## config.mk

```make
export PLATFORM = sky130hd
export DESIGN_NAME = dram_arbiter_flat
export DESIGN_NICKNAME = d
export VERILOG_FILES = /design/src/rtl/dram_arb_pkg.sv /design/src/rtl/master_fifo.sv /design/src/rtl/arb_order_fifo.sv /design/src/rtl/dram_arbiter.sv /design/src/flat_wrapper.sv
export SDC_FILE = /design/constraint.sdc
export NUM_CORES = 1
export LEC_CHECK = 0
export CORE_AREA = 5 5 338 340
export CTS_CLUSTER_DIAMETER = 120
export CTS_CLUSTER_SIZE = 24
export DETAILED_ROUTE_END_ITERATION = 16
export DIE_AREA = 0 0 343 345
export PLACE_DENSITY = 0.46
export SLEW_MARGIN = 0
export SYNTH_ARGS = -nofsm -noshare
export SYNTH_HDL_FRONTEND = slang
export SYNTH_SLANG_ARGS = --single-unit
```

## constraint.sdc

```tcl
create_clock -name clk -period 6.11 [get_ports clk]
set_clock_uncertainty 0.1 [all_clocks]
set_input_delay 0.9165 -clock clk [delete_from_list [all_inputs] [get_ports clk]]
set_output_delay 0.9165 -clock clk [all_outputs]
set_load 0.01 [all_outputs]
```

## src/rtl/dram_arb_pkg.sv

```systemverilog
// rtl/dram_arb_pkg.sv - shared types and helpers for the two-port DRAM arbiter
package dram_arb_pkg;

    typedef enum logic {
        DRAM_WR = 1'b0,
        DRAM_RD = 1'b1
    } dram_cmd_t;

    typedef logic arb_id_t;

    localparam int ARB_NREQ = 2;

    function automatic logic [31:0] sat_inc(input logic [31:0] v, input logic en);
        return (en && (v != 32'hFFFF_FFFF)) ? v + 32'd1 : v;
    endfunction

endpackage

```

## src/rtl/master_fifo.sv

```systemverilog
// rtl/master_fifo.sv - DRAM request/response FIFO-style interface
interface master_fifo #(
    parameter int ADDR_W = 27,
    parameter int DATA_W = 128
);
    import dram_arb_pkg::*;

    typedef struct packed {
        dram_cmd_t         cmd;
        logic [ADDR_W-1:0] addr;
        logic [DATA_W-1:0] data;
    } req_t;

    typedef struct packed {
        logic [DATA_W-1:0] data;
    } rsp_t;

    logic clk;
    req_t req;
    logic req_en;
    logic req_rdy;
    rsp_t rsp;
    logic rsp_en;
    logic rsp_rdy;

    modport master (
        output clk, req, req_en, rsp_rdy,
        input  req_rdy, rsp, rsp_en
    );

    modport slave (
        input  clk, req, req_en, rsp_rdy,
        output req_rdy, rsp, rsp_en
    );

endinterface

```

## src/rtl/arb_order_fifo.sv

```systemverilog
// rtl/arb_order_fifo.sv - in-order requester-ID FIFO for outstanding reads
module arb_order_fifo
    import dram_arb_pkg::*;
#(
    parameter int DEPTH = 8
) (
    input  logic    clk,
    input  logic    rstn,
    input  logic    push,
    input  arb_id_t push_id,
    input  logic    pop,
    output logic    full,
    output logic    empty,
    output arb_id_t head
);

    localparam int PW = $clog2(DEPTH);

    arb_id_t       mem [DEPTH];
    logic [PW-1:0] wr_ptr;
    logic [PW-1:0] rd_ptr;
    logic [PW:0]   count;
    logic          do_push;
    logic          do_pop;

    assign full    = (count == (PW+1)'(DEPTH));
    assign empty   = (count == '0);
    assign head    = mem[rd_ptr];
    assign do_push = push && !full;
    assign do_pop  = pop && !empty;

    // Storage needs no reset; validity is tracked entirely by count.
    always_ff @(posedge clk) begin
        if (do_push) begin
            mem[wr_ptr] <= push_id;
        end
    end

    always_ff @(posedge clk or negedge rstn) begin
        if (!rstn) begin
            wr_ptr <= '0;
            rd_ptr <= '0;
            count  <= '0;
        end else begin
            if (do_push) begin
                wr_ptr <= wr_ptr + 1'b1;
            end
            if (do_pop) begin
                rd_ptr <= rd_ptr + 1'b1;
            end
            case ({do_push, do_pop})
                2'b10:   count <= count + 1'b1;
                2'b01:   count <= count - 1'b1;
                default: count <= count;
            endcase
        end
    end

endmodule

```

## src/rtl/dram_arbiter.sv

```systemverilog
// rtl/dram_arbiter.sv - round-robin arbiter sharing one DRAM port between two requesters
// Optional perf counters enabled by DRAM_ARB_PERF_EN.
module dram_arbiter
    import dram_arb_pkg::*;
#(
    parameter int ORDER_DEPTH = 8,
    parameter int ADDR_W      = 27,
    parameter int DATA_W      = 128
) (
    input  logic              clk,
    input  logic              rstn,
    master_fifo.master        fifo,
    input  logic              rq0_valid,
    output logic              rq0_ready,
    input  logic              rq0_cmd,
    input  logic [ADDR_W-1:0] rq0_addr,
    input  logic [DATA_W-1:0] rq0_data,
    output logic              rs0_valid,
    output logic [DATA_W-1:0] rs0_data,
    input  logic              rq1_valid,
    output logic              rq1_ready,
    input  logic              rq1_cmd,
    input  logic [ADDR_W-1:0] rq1_addr,
    input  logic [DATA_W-1:0] rq1_data,
    output logic              rs1_valid,
    output logic [DATA_W-1:0] rs1_data,
    output logic              order_err
`ifdef DRAM_ARB_PERF_EN
    ,
    output logic [31:0]       perf_rd0,
    output logic [31:0]       perf_rd1,
    output logic [31:0]       perf_wr0,
    output logic [31:0]       perf_wr1,
    output logic [31:0]       perf_stall
`endif
);

    logic [ARB_NREQ-1:0] elig;
    logic [ARB_NREQ-1:0] grant;
    logic                slot_free;
    arb_id_t             last_grant;
    arb_id_t             grant_id;
    arb_id_t             head_id;
    dram_cmd_t           sel_cmd;
    logic [ADDR_W-1:0]   sel_addr;
    logic [DATA_W-1:0]   sel_data;
    logic                tag_full;
    logic                tag_empty;
    logic                tag_push;
    logic                tag_pop;

    assign fifo.clk     = clk;
    assign fifo.rsp_rdy = 1'b1;
    assign rq0_ready    = grant[0];
    assign rq1_ready    = grant[1];

    always_comb begin
        slot_free = !fifo.req_en || fifo.req_rdy;
        elig[0]   = rq0_valid && ((dram_cmd_t'(rq0_cmd) == DRAM_WR) || !tag_full);
        elig[1]   = rq1_valid && ((dram_cmd_t'(rq1_cmd) == DRAM_WR) || !tag_full);
        grant     = '0;
        // On a tie, the requester that did not win last time goes first.
        if (slot_free) begin
            if (elig[0] && (!elig[1] || (last_grant == 1'b1))) begin
                grant[0] = 1'b1;
            end else if (elig[1]) begin
                grant[1] = 1'b1;
            end
        end
        grant_id = arb_id_t'(grant[1]);
        sel_cmd  = dram_cmd_t'(grant[1] ? rq1_cmd : rq0_cmd);
        sel_addr = grant[1] ? rq1_addr : rq0_addr;
        sel_data = grant[1] ? rq1_data : rq0_data;
        tag_push = (|grant) && (sel_cmd == DRAM_RD);
        tag_pop  = fifo.rsp_en && !tag_empty;
    end

    always_ff @(posedge clk or negedge rstn) begin
        if (!rstn) begin
            fifo.req    <= '0;
            fifo.req_en <= 1'b0;
            last_grant  <= 1'b1;
        end else if (slot_free) begin
            if (|grant) begin
                fifo.req.cmd  <= sel_cmd;
                fifo.req.addr <= sel_addr;
                fifo.req.data <= (sel_cmd == DRAM_RD) ? '0 : sel_data;
                fifo.req_en   <= 1'b1;
                last_grant    <= grant_id;
            end else begin
                fifo.req_en <= 1'b0;
            end
        end
    end

    arb_order_fifo #(
        .DEPTH (ORDER_DEPTH)
    ) u_order (
        .clk     (clk),
        .rstn    (rstn),
        .push    (tag_push),
        .push_id (grant_id),
        .pop     (tag_pop),
        .full    (tag_full),
        .empty   (tag_empty),
        .head    (head_id)
    );

    always_ff @(posedge clk or negedge rstn) begin
        if (!rstn) begin
            rs0_valid <= 1'b0;
            rs1_valid <= 1'b0;
            rs0_data  <= '0;
            rs1_data  <= '0;
            order_err <= 1'b0;
        end else begin
            rs0_valid <= tag_pop && (head_id == 1'b0);
            rs1_valid <= tag_pop && (head_id == 1'b1);
            if (tag_pop && (head_id == 1'b0)) begin
                rs0_data <= fifo.rsp.data;
            end
            if (tag_pop && (head_id == 1'b1)) begin
                rs1_data <= fifo.rsp.data;
            end
            // A beat with no recorded owner cannot be routed; flag it until reset.
            if (fifo.rsp_en && tag_empty) begin
                order_err <= 1'b1;
            end
        end
    end

`ifdef DRAM_ARB_PERF_EN
    always_ff @(posedge clk or negedge rstn) begin
        if (!rstn) begin
            perf_rd0   <= '0;
            perf_rd1   <= '0;
            perf_wr0   <= '0;
            perf_wr1   <= '0;
            perf_stall <= '0;
        end else begin
            perf_rd0   <= sat_inc(perf_rd0, grant[0] && (sel_cmd == DRAM_RD));
            perf_rd1   <= sat_inc(perf_rd1, grant[1] && (sel_cmd == DRAM_RD));
            perf_wr0   <= sat_inc(perf_wr0, grant[0] && (sel_cmd == DRAM_WR));
            perf_wr1   <= sat_inc(perf_wr1, grant[1] && (sel_cmd == DRAM_WR));
            perf_stall <= sat_inc(perf_stall, (rq0_valid && !grant[0]) || (rq1_valid && !grant[1]));
        end
    end
`endif

endmodule

```

## src/flat_wrapper.sv

```systemverilog
// flat-port wrapper written by rule: the top's interface ports become plain ports
module dram_arbiter_flat import dram_arb_pkg::*;
#(
    parameter int ORDER_DEPTH = 8,
    parameter int ADDR_W      = 27,
    parameter int DATA_W      = 128
)
  (clk, rstn, rq0_valid, rq0_ready, rq0_cmd, rq0_addr, rq0_data, rs0_valid, rs0_data, rq1_valid, rq1_ready, rq1_cmd, rq1_addr, rq1_data, rs1_valid, rs1_data, order_err, fifo_clk, fifo_req, fifo_req_en, fifo_rsp_rdy, fifo_req_rdy, fifo_rsp, fifo_rsp_en);
  master_fifo #(.ADDR_W(ADDR_W), .DATA_W(DATA_W)) fifo_i ();
  input  logic clk;
  input  logic rstn;
  input  logic rq0_valid;
  output logic rq0_ready;
  input  logic rq0_cmd;
  input  logic [ADDR_W-1:0] rq0_addr;
  input  logic [DATA_W-1:0] rq0_data;
  output logic rs0_valid;
  output logic [DATA_W-1:0] rs0_data;
  input  logic rq1_valid;
  output logic rq1_ready;
  input  logic rq1_cmd;
  input  logic [ADDR_W-1:0] rq1_addr;
  input  logic [DATA_W-1:0] rq1_data;
  output logic rs1_valid;
  output logic [DATA_W-1:0] rs1_data;
  output logic order_err;
  output wire logic [$bits(fifo_i.clk)-1:0] fifo_clk;
  output wire logic [$bits(fifo_i.req)-1:0] fifo_req;
  output wire logic [$bits(fifo_i.req_en)-1:0] fifo_req_en;
  output wire logic [$bits(fifo_i.rsp_rdy)-1:0] fifo_rsp_rdy;
  input wire logic [$bits(fifo_i.req_rdy)-1:0] fifo_req_rdy;
  input wire logic [$bits(fifo_i.rsp)-1:0] fifo_rsp;
  input wire logic [$bits(fifo_i.rsp_en)-1:0] fifo_rsp_en;
  assign fifo_clk = fifo_i.clk;
  assign fifo_req = fifo_i.req;
  assign fifo_req_en = fifo_i.req_en;
  assign fifo_rsp_rdy = fifo_i.rsp_rdy;
  assign fifo_i.req_rdy = fifo_req_rdy;
  assign fifo_i.rsp = fifo_rsp;
  assign fifo_i.rsp_en = fifo_rsp_en;
  dram_arbiter #(.ORDER_DEPTH(ORDER_DEPTH), .ADDR_W(ADDR_W), .DATA_W(DATA_W)) u_core (.clk(clk), .rstn(rstn), .fifo(fifo_i), .rq0_valid(rq0_valid), .rq0_ready(rq0_ready), .rq0_cmd(rq0_cmd), .rq0_addr(rq0_addr), .rq0_data(rq0_data), .rs0_valid(rs0_valid), .rs0_data(rs0_data), .rq1_valid(rq1_valid), .rq1_ready(rq1_ready), .rq1_cmd(rq1_cmd), .rq1_addr(rq1_addr), .rq1_data(rq1_data), .rs1_valid(rs1_valid), .rs1_data(rs1_data), .order_err(order_err));
endmodule
```

# After elaboration in Yosys (flattened, before gate mapping)

Memory sizes are Yosys's and may differ from the RTL's.
Index checks and enable logic that the tools add are counted.

Register bits: 427
Memory bits (writable): 8
Word-level logic and storage cells: 58
Memories: 1

Memory list:

| memory             | words | width | read ports | clocked after Yosys merged registers in | wr ports | line                 | source |
|---|---|---|---|---|---|---|---|
| u_core.u_order.mem | 8     | 1     | 1          | 0                                       | 1        | arb_order_fifo.sv:19 | `arb_id_t mem [DEPTH];` |

Add/subtract/negate cells: 4
Equality and inequality tests: 3
Mux-type cells: 12
Bitwise gates (word level): 3
Reduce and logical (&&, ||, !) cells: 22

Operator list:

| kind                                                | number |
|---|---|
| two-way mux 128 bit                                 | 2 |
| two-way mux 27 bit                                  | 1 |
| logical AND 1 bit                                   | 10 |
| one-hot mux 4 bit (2 select lines)                  | 1 |
| two-way mux 1 bit                                   | 7 |
| adder 3 x 1 -> 3 bit, second input constant         | 2 |
| adder 4 x 1 -> 4 bit, second input constant         | 1 |
| equality test 4 bit, second input constant          | 1 |
| logical NOT 1 bit                                   | 4 |
| logical NOT 4 bit                                   | 1 |
| logical OR 1 bit                                    | 4 |
| subtractor 4 x 1 -> 4 bit, second input constant    | 1 |
| inverter 1 bit                                      | 3 |
| equality test 2 x 1 -> 1 bit, second input constant | 1 |
| equality test 2 bit, second input constant          | 1 |
| two-way mux 2 bit                                   | 1 |
| AND reduction 2 bit                                 | 1 |
| nonzero test 2 bit                                  | 1 |
| OR reduction 2 bit                                  | 1 |

# Depth between registers and ports, before layout

Gate-level depths: netlist of the first run.

Depth in word-level cells: 14
Mapped depth: 11
Depth with buffers taken out: 10

# By module

A second synthesis of the first run with hierarchy kept.

Cells, all modules: 1,299
Area, all modules: 17,734.5 µm²

By module, submodules not included:

| module         | times used | cells an instance | area each (µm²) |
|---|---|---|---|
| dram_arbiter   | 1          | 1,222             | 16,774.8 |
| arb_order_fifo | 1          | 77                | 959.7 |

==> results of run 1 <==
==> cells in the mapped netlist, types with 9 or more instances <==
master     count  area, um^2
o221ai_1     128        1120
o2111ai_1    128        1120
mux2_4       109        1640
nor2_1         9        33.8
buf_6         37         417
buf_2         35         175
and3_1        28         175
a221o_1       27         270
nand2_1       10        37.5
clkbuf_1      70         263
dfrtp_1      426       10700
nand3_1      130         651
mux2_2       149        1680
inv_1        134         503
==> where the power goes <==
group / total (mW) / internal [mW] / switching (mW) / leakage, nW
Clock: 1.94 / 0.838 / 1.10 / 0.382
Sequential: 4.83 / 4.10 / 0.724 / 5.27
Combinational: 6.87 / 3.90 / 2.96 / 6.39
==> sequential cells by signal, indices dropped and copies added, names as in the netlist <==
signal and cells:
u_core.fifo.req 156, u_core.fifo.req_en 1, u_core.last_grant 1, u_core.order_err 1, u_core.rs0_data 128, u_core.rs0_valid 1
u_core.rs1_data 128, u_core.rs1_valid 1, u_core.u_order.count 4, u_core.u_order.mem 8, u_core.u_order.rd_ptr 3, u_core.u_order.wr_ptr 3
==> area by class of cell <==
type | instances | area (um^2) | share of cell area, %
clock buffer | 30 | 693 | 2.28
tap | 1500 | 1880 | 6.17
inverter | 134 | 503 | 1.65
sequential | 435 | 10900 | 35.9
clock inverter | 7 | 103 | 0.337
multi-input combinational | 778 | 7330 | 24.1
timing repair buffer | 891 | 8980 | 29.5
antenna | 4 | 10.0 | 0.0329
==> path summary, 6_finish.rpt <==
| kind | start | end |
|---|---|---|
| worst max-delay path | clk | fifo_clk |
| worst min-delay path | rstn | u_core.fifo.req[143]$_DFFE_PN0P_ |
| worst max register to register | u_core.u_order.count[2]$_DFFE_PN0P_ | u_core.fifo.req[40]$_DFFE_PN0P_ |
| worst min register to register | u_core.order_err$_DFFE_PN0P_ | u_core.order_err$_DFFE_PN0P_ |
| max in group asynchronous | rstn | u_core.fifo.req[15]$_DFFE_PN0P_ |
| min in group clk | u_core.order_err$_DFFE_PN0P_ | u_core.order_err$_DFFE_PN0P_ |
==> logic make-up after synthesis <==
| logic type | count (synthesis) | share of synthesized area [%] |
|---|---|---|
| DFF | 435 | 55.7 |
| AOI/OAI and AO/OA | 304 | 13.7 |
| buffers and inverters | 286 | 7.21 |
| muxes | 261 | 17.2 |
| and+or+nand+nor | 198 | 5.40 |
| xor gates and xnor gates | 9 | 0.402 |
| adders and majority gates | 5 | 0.319 |
| other | 1 | 0.0191 |
==> layer usage <==
metal	GRT usage [%]	part of all wire [%]
met1	16.3	39
met5	0	0.048
met3	4.30	8.7
met4	3.07	2.6
met2	24.0	49
==> critical path: cells and delay by family <==
kind / cells / cell delay, ns
buffers and inverters: 3 / 0.72
==> stage by stage <==
step	setup slack (ns)	hold slack, ns
final	1.33	0.0816
after global routing	1.31	0.0947
after CTS	1.32	0.0628
after detailed placement	1.59	0.374
after global placement	1.59	0.355
after floorplan	1.92	0.381
==> metrics, run 1 <==
most used cell, CP=clkbuf_16; post-detail-place hpwl=62,700 um; Max rail drop VDD=0.217 mV; pwr dens=between 400 and 500 mW/mm^2; DP Cell Count=around 3.7k; Post-synth EDFFs=8; chip width=343 um; Antenna Violating Nets Remaining=0; Hold WC Path Type=primary input to async pin; most common cell after layout, fill and taps aside=clkdlybuf4s50_1; relative slew slack=24.3%; DRT Wirelength=85,400 um; Hold-fix buffers, CTS=0; clk_lat worst skew=0.73 ns; CTS tree=done; #FFs+latches synth=roughly 440; synth unique cells=50; post_cts resized=0; area growth from synthesis to layout=55.2%; # port buffers=864; Non-Filler Instances=3,779; Synth Net Count=1,950; largest net degree at the start of global routing=153; total track usage=13.7%; Setup violations, final=0; Critical Path Source Type=clock port; num ports=866; fin. max-slew vios=0; vias in the first global route=17.4k; CP Max Fanout=2; Synthesis Warnings=0; Hold Fails Final Rpt=0; CP cell instances=clkbuf_16 > clkbuf_16 > clkdlybuf4s50_1; required time worst endpoint=5.09 ns; RSZ-0062 raised after global routing=false; fin area=0.0304 mm^2; Via density=around 4.3; Pwr Total=approximately 14 mW; path depth of the worst reg2reg path=7; Row Count=123; TritonRoute pass-1 iters=5; Congestion Overflow GR=0; CP peak stage delay=between 0.4 and 0.5 ns; Primary FF master, synth=dfrtp_1; post-layout util=27.3%; setup_tns=0 ns; layout cells sized above 1=15.0%; CP max stage cell=clkdlybuf4s50_1; Starting Density=17.6%; initial DRC count=roughly 800; most frequent cells in the layout=863 x clkdlybuf4s50_1, 426 x dfrtp_1, 149 x mux2_2; GP Congestion=0.870; # nets final=2,719; initial antenna violation count=28; Die Height=345 um; Async S/R FF share, synth=98.2%; postcts setup bufs=0; total core area=between 0.1 and 0.15 mm^2; Crit path arrival time=3.77 ns; Netlist Area Pre-Place=0.0196 mm^2; Max Cap Viol=0; run status=completed; crit end category=output port; Post-DP Area=approximately 0.03 mm^2; routed vias=16.2k; drt drc=0; Syn Area/Cell=13.1 um^2; Reg2Reg Setup Slack=2.38 ns; Crit Path Class=clock port to output port; Clock Pin Slew Worst Setup and Hold Paths=0.10 ns; Static Leak=12.0 nW; Seq/Total Area, Yosys=55.7%; actual slew at the worst max-slew pin=between 1 and 1.5 ns; global-route wire length before repair=124,000 um; DR WL/cell=22.6 um; post-synthesis instance total=1,499; Die Area=0.118 mm^2; Layout fillers=11.5k
Power figures use the tool's default switching activity.
==> run 2, diff against run 1 <==
--- a/config.mk
+++ b/config.mk
@@ -5,12 +5,12 @@
 export SDC_FILE = /design/constraint.sdc
 export NUM_CORES = 1
 export LEC_CHECK = 0
-export CORE_AREA = 5 5 338 340
+export CORE_AREA = 5 5 330 332
 export CTS_CLUSTER_DIAMETER = 120
 export CTS_CLUSTER_SIZE = 24
 export DETAILED_ROUTE_END_ITERATION = 16
-export DIE_AREA = 0 0 343 345
-export PLACE_DENSITY = 0.46
+export DIE_AREA = 0 0 335 337
+export PLACE_DENSITY = 0.48
 export SLEW_MARGIN = 0
 export SYNTH_ARGS = -nofsm -noshare
 export SYNTH_HDL_FRONTEND = slang
==> constraint.sdc (replaced) <==
create_clock -name clk -period 4 [get_ports clk]
set_clock_uncertainty 0.1 [all_clocks]
set_input_delay 0.6 -clock clk [delete_from_list [all_inputs] [get_ports clk]]
set_output_delay 0.6 -clock clk [all_outputs]
set_load 0.01 [all_outputs]
==> run 2 against run 1 <==
- die area is 4.6% lower
- sequential cell count stayed put
- core utilization is 1.6 points higher
- sequential share of layout area is 0.25 points lower
- clock-buffer cell count is 2 higher
- non-clock buffer count is 37 higher
- worst setup slack worse by 1.0 ns
- first-iteration DRC count is 11% higher
==> metrics, run 2 (same netlist as run 1, synthesis figures left out) <==
Die Area=0.113 mm^2 (-4.6%); required time worst endpoint=3.30 ns (-1.79 ns); CP Max Fanout=7 (+5); DRT Wirelength=83,200 um (-2.5%); crit end category=output port; max reg flops=156 (unchanged); Setup violations, final=0 (unchanged); chip width=335 um (-2.3%); Crit Path Class=flip-flop to output port; run status=completed; Pwr Total=20.8 mW (+52%); Period minus WS final=3.69 ns; post-route clock period utilization=92.3%; CTS tree=done; global-route wire length before repair=119,000 um (-3.9%); DP Cell Count=3,678 (-1.6%); Fmax=271 MHz; vias in the first global route=17.3k (-0.90%); Die Height=337 um (-2.3%); routed vias=16.2k (unchanged); switching share of power=34.6% (-0.52 points); Antenna Violating Nets Remaining=0 (unchanged); Clock Pin Slew Worst Setup and Hold Paths=0.10 ns (about the same); Starting Density=18.5% (+0.88 points); clk_lat worst skew=0.69 ns (-0.04 ns); CP max stage cell=clkdlybuf4s50_1; drt drc=0 (unchanged); GP Congestion=0.893 (+2.6%); actual slew at the worst max-slew pin=1.01 ns (-0.130 ns); Congestion Overflow GR=0 (unchanged); num ports=866 (unchanged); Via density=4.37 (+1.6%); Biggest register=u_core.fifo.req; fin. max-slew vios=0 (unchanged); postcts setup bufs=0 (unchanged); fin area=0.0306 mm^2 (+0.69%); CP peak stage delay=0.65 ns (+0.18 ns); Crit path max-delay family=buffers and inverters; TritonRoute pass-1 iters=5 (unchanged); Hold WC Path Type=flip-flop to flip-flop; RSZ-0062 raised after global routing=false; Hold Fails Final Rpt=0 (unchanged); Row Count=120 (-2.4%); Layout fillers=11.0k (-4.7%); Static Leak=12.2 nW (+1.6%); post-detail-place hpwl=62,400 um (-0.50%); Post-DP Area=0.0299 mm^2 (+0.80%); relative slew slack=32.9% (+8.7 points); largest net degree at the start of global routing=129 (-16%); Critical Path Source Type=flip-flop; Reg power frac=35.7% (+0.3 points); P_int=13.6 mW (+54%); total core area=0.106 mm^2 (-4.7%); area growth from synthesis to layout=56.2%; most common cell after layout, fill and taps aside=clkdlybuf4s50_1; setup_tns=0 ns (unchanged); CP cell instances=nor4b_4 > a21oi_2 > a211oi_4 > clkdlybuf4s50_1; layout cells sized above 1=16.2% (+1.2 points); DR WL/cell=22.4 um (-0.95%); initial DRC count=889 (+11%); Crit path arrival time=2.99 ns (-0.78 ns); critical path buffer and inverter count=1 (-2); Non-Filler Instances=3,719 (-1.6%); initial antenna violation count=25 (-11%); combinational share of power=50.6% (+0.2 points); post_cts resized=0 (unchanged); # nets final=2,755 (+1.3%); Max rail drop VDD=0.410 mV (+89%); Sw Pwr=7.19 mW (+50%); total track usage=13.7% (+0.071 points); # port buffers=864 (unchanged); biggest regs=u_core.fifo.req (156), u_core.rs0_data (128), u_core.rs1_data (128); Clock power frac=13.8% (-0.4 points); most frequent cells in the layout=863 x clkdlybuf4s50_1, 426 x dfrtp_1, 149 x mux2_2; pwr dens=678 mW/mm^2 (+51%); Max Cap Viol=0 (unchanged)
## run 2: changes by cell type in the layout (fill, tap and decap cells not counted), sizes merged, moves of 2 or more
cell and change:
diode +2, clkbuf +2, clkinv -2, buf +36
## run 2: what timing repair did
| item | 4_1_cts | 5_1_grt |
|---|---|---|
| hold endpoints to repair | 65 | 0 |
| hold buffers | 1 | 0 |
| setup endpoints to repair | 0 | 0 |
## run 2: through the flow
stage                     hold slack, ns  setup slack [ns]  util, %
final                              0.372             0.309     28.9
after global routing               0.364             0.171     28.9
after CTS                          0.335             0.260     28.9
after detailed placement           0.358             0.493     28.2
after global placement             0.350             0.444     28.2
after floorplan                    0.204              1.18        -
## run 2: area by class of cell
class                           instances  area, um^2  share of cell area (%)
Inverter                              134         503                    1.64
Multi-Input combinational cell        778        7330                    23.9
Antenna cell                            6        15.0                  0.0490
Sequential cell                       435       10900                    35.7
Tap cell                             1403        1760                    5.73
Clock inverter                          3        55.1                   0.180
Timing Repair Buffer                  928        9350                    30.5
Clock buffer                           32         699                    2.28
## run 2: final timing paths
path                                                    to  slack, ns                                 from  cells after the start
hold reg to reg               u_core.order_err$_DFFE_PN0P_       0.37         u_core.order_err$_DFFE_PN0P_                      1
setup / recovery                                 rq0_ready       0.31  u_core.u_order.count[2]$_DFFE_PN0P_                      4
max in group asynchronous  u_core.rs1_data[93]$_DFFE_PN0P_       2.36                                 rstn                      3
hold / removal                u_core.order_err$_DFFE_PN0P_       0.37         u_core.order_err$_DFFE_PN0P_                      1
setup reg to reg           u_core.rs0_data[59]$_DFFE_PN0P_       1.14  u_core.u_order.count[2]$_DFFE_PN0P_                      6
min in group asynchronous  u_core.fifo.req[72]$_DFFE_PN0P_       0.46                                 rstn                      2
## run 2: power by group through the flow
stage	Sequential (mW)	Combinational (mW)	Clock, mW
after floorplan	8.14	4.31	0.0206
after global placement	7.43	10.6	0.0254
after detailed placement	7.49	10.6	0.0254
after CTS	7.43	10.7	3.04
after global routing	7.65	11.1	3.16
final	7.42	10.5	2.86
## run 2: worst reg2reg max path, cell delays in order (launching register included)
cell,delay [ns]
dfrtp_1,0.48
nor4_1,0.47
nand2b_1,0.29
inv_1,0.18
nand2_4,0.35
buf_4,0.50
mux2_4,0.37
## run 2: layer usage
layer | wire (um) | vias to the layer above | track usage [%]
li1 | - | 7238 | -
met1 | 32800 | 8205 | 16.5
met2 | 41600 | 683 | 24.2
met3 | 6950 | 93 | 4.14
met4 | 1800 | 16 | 3.04
met5 | 105 | - | 0
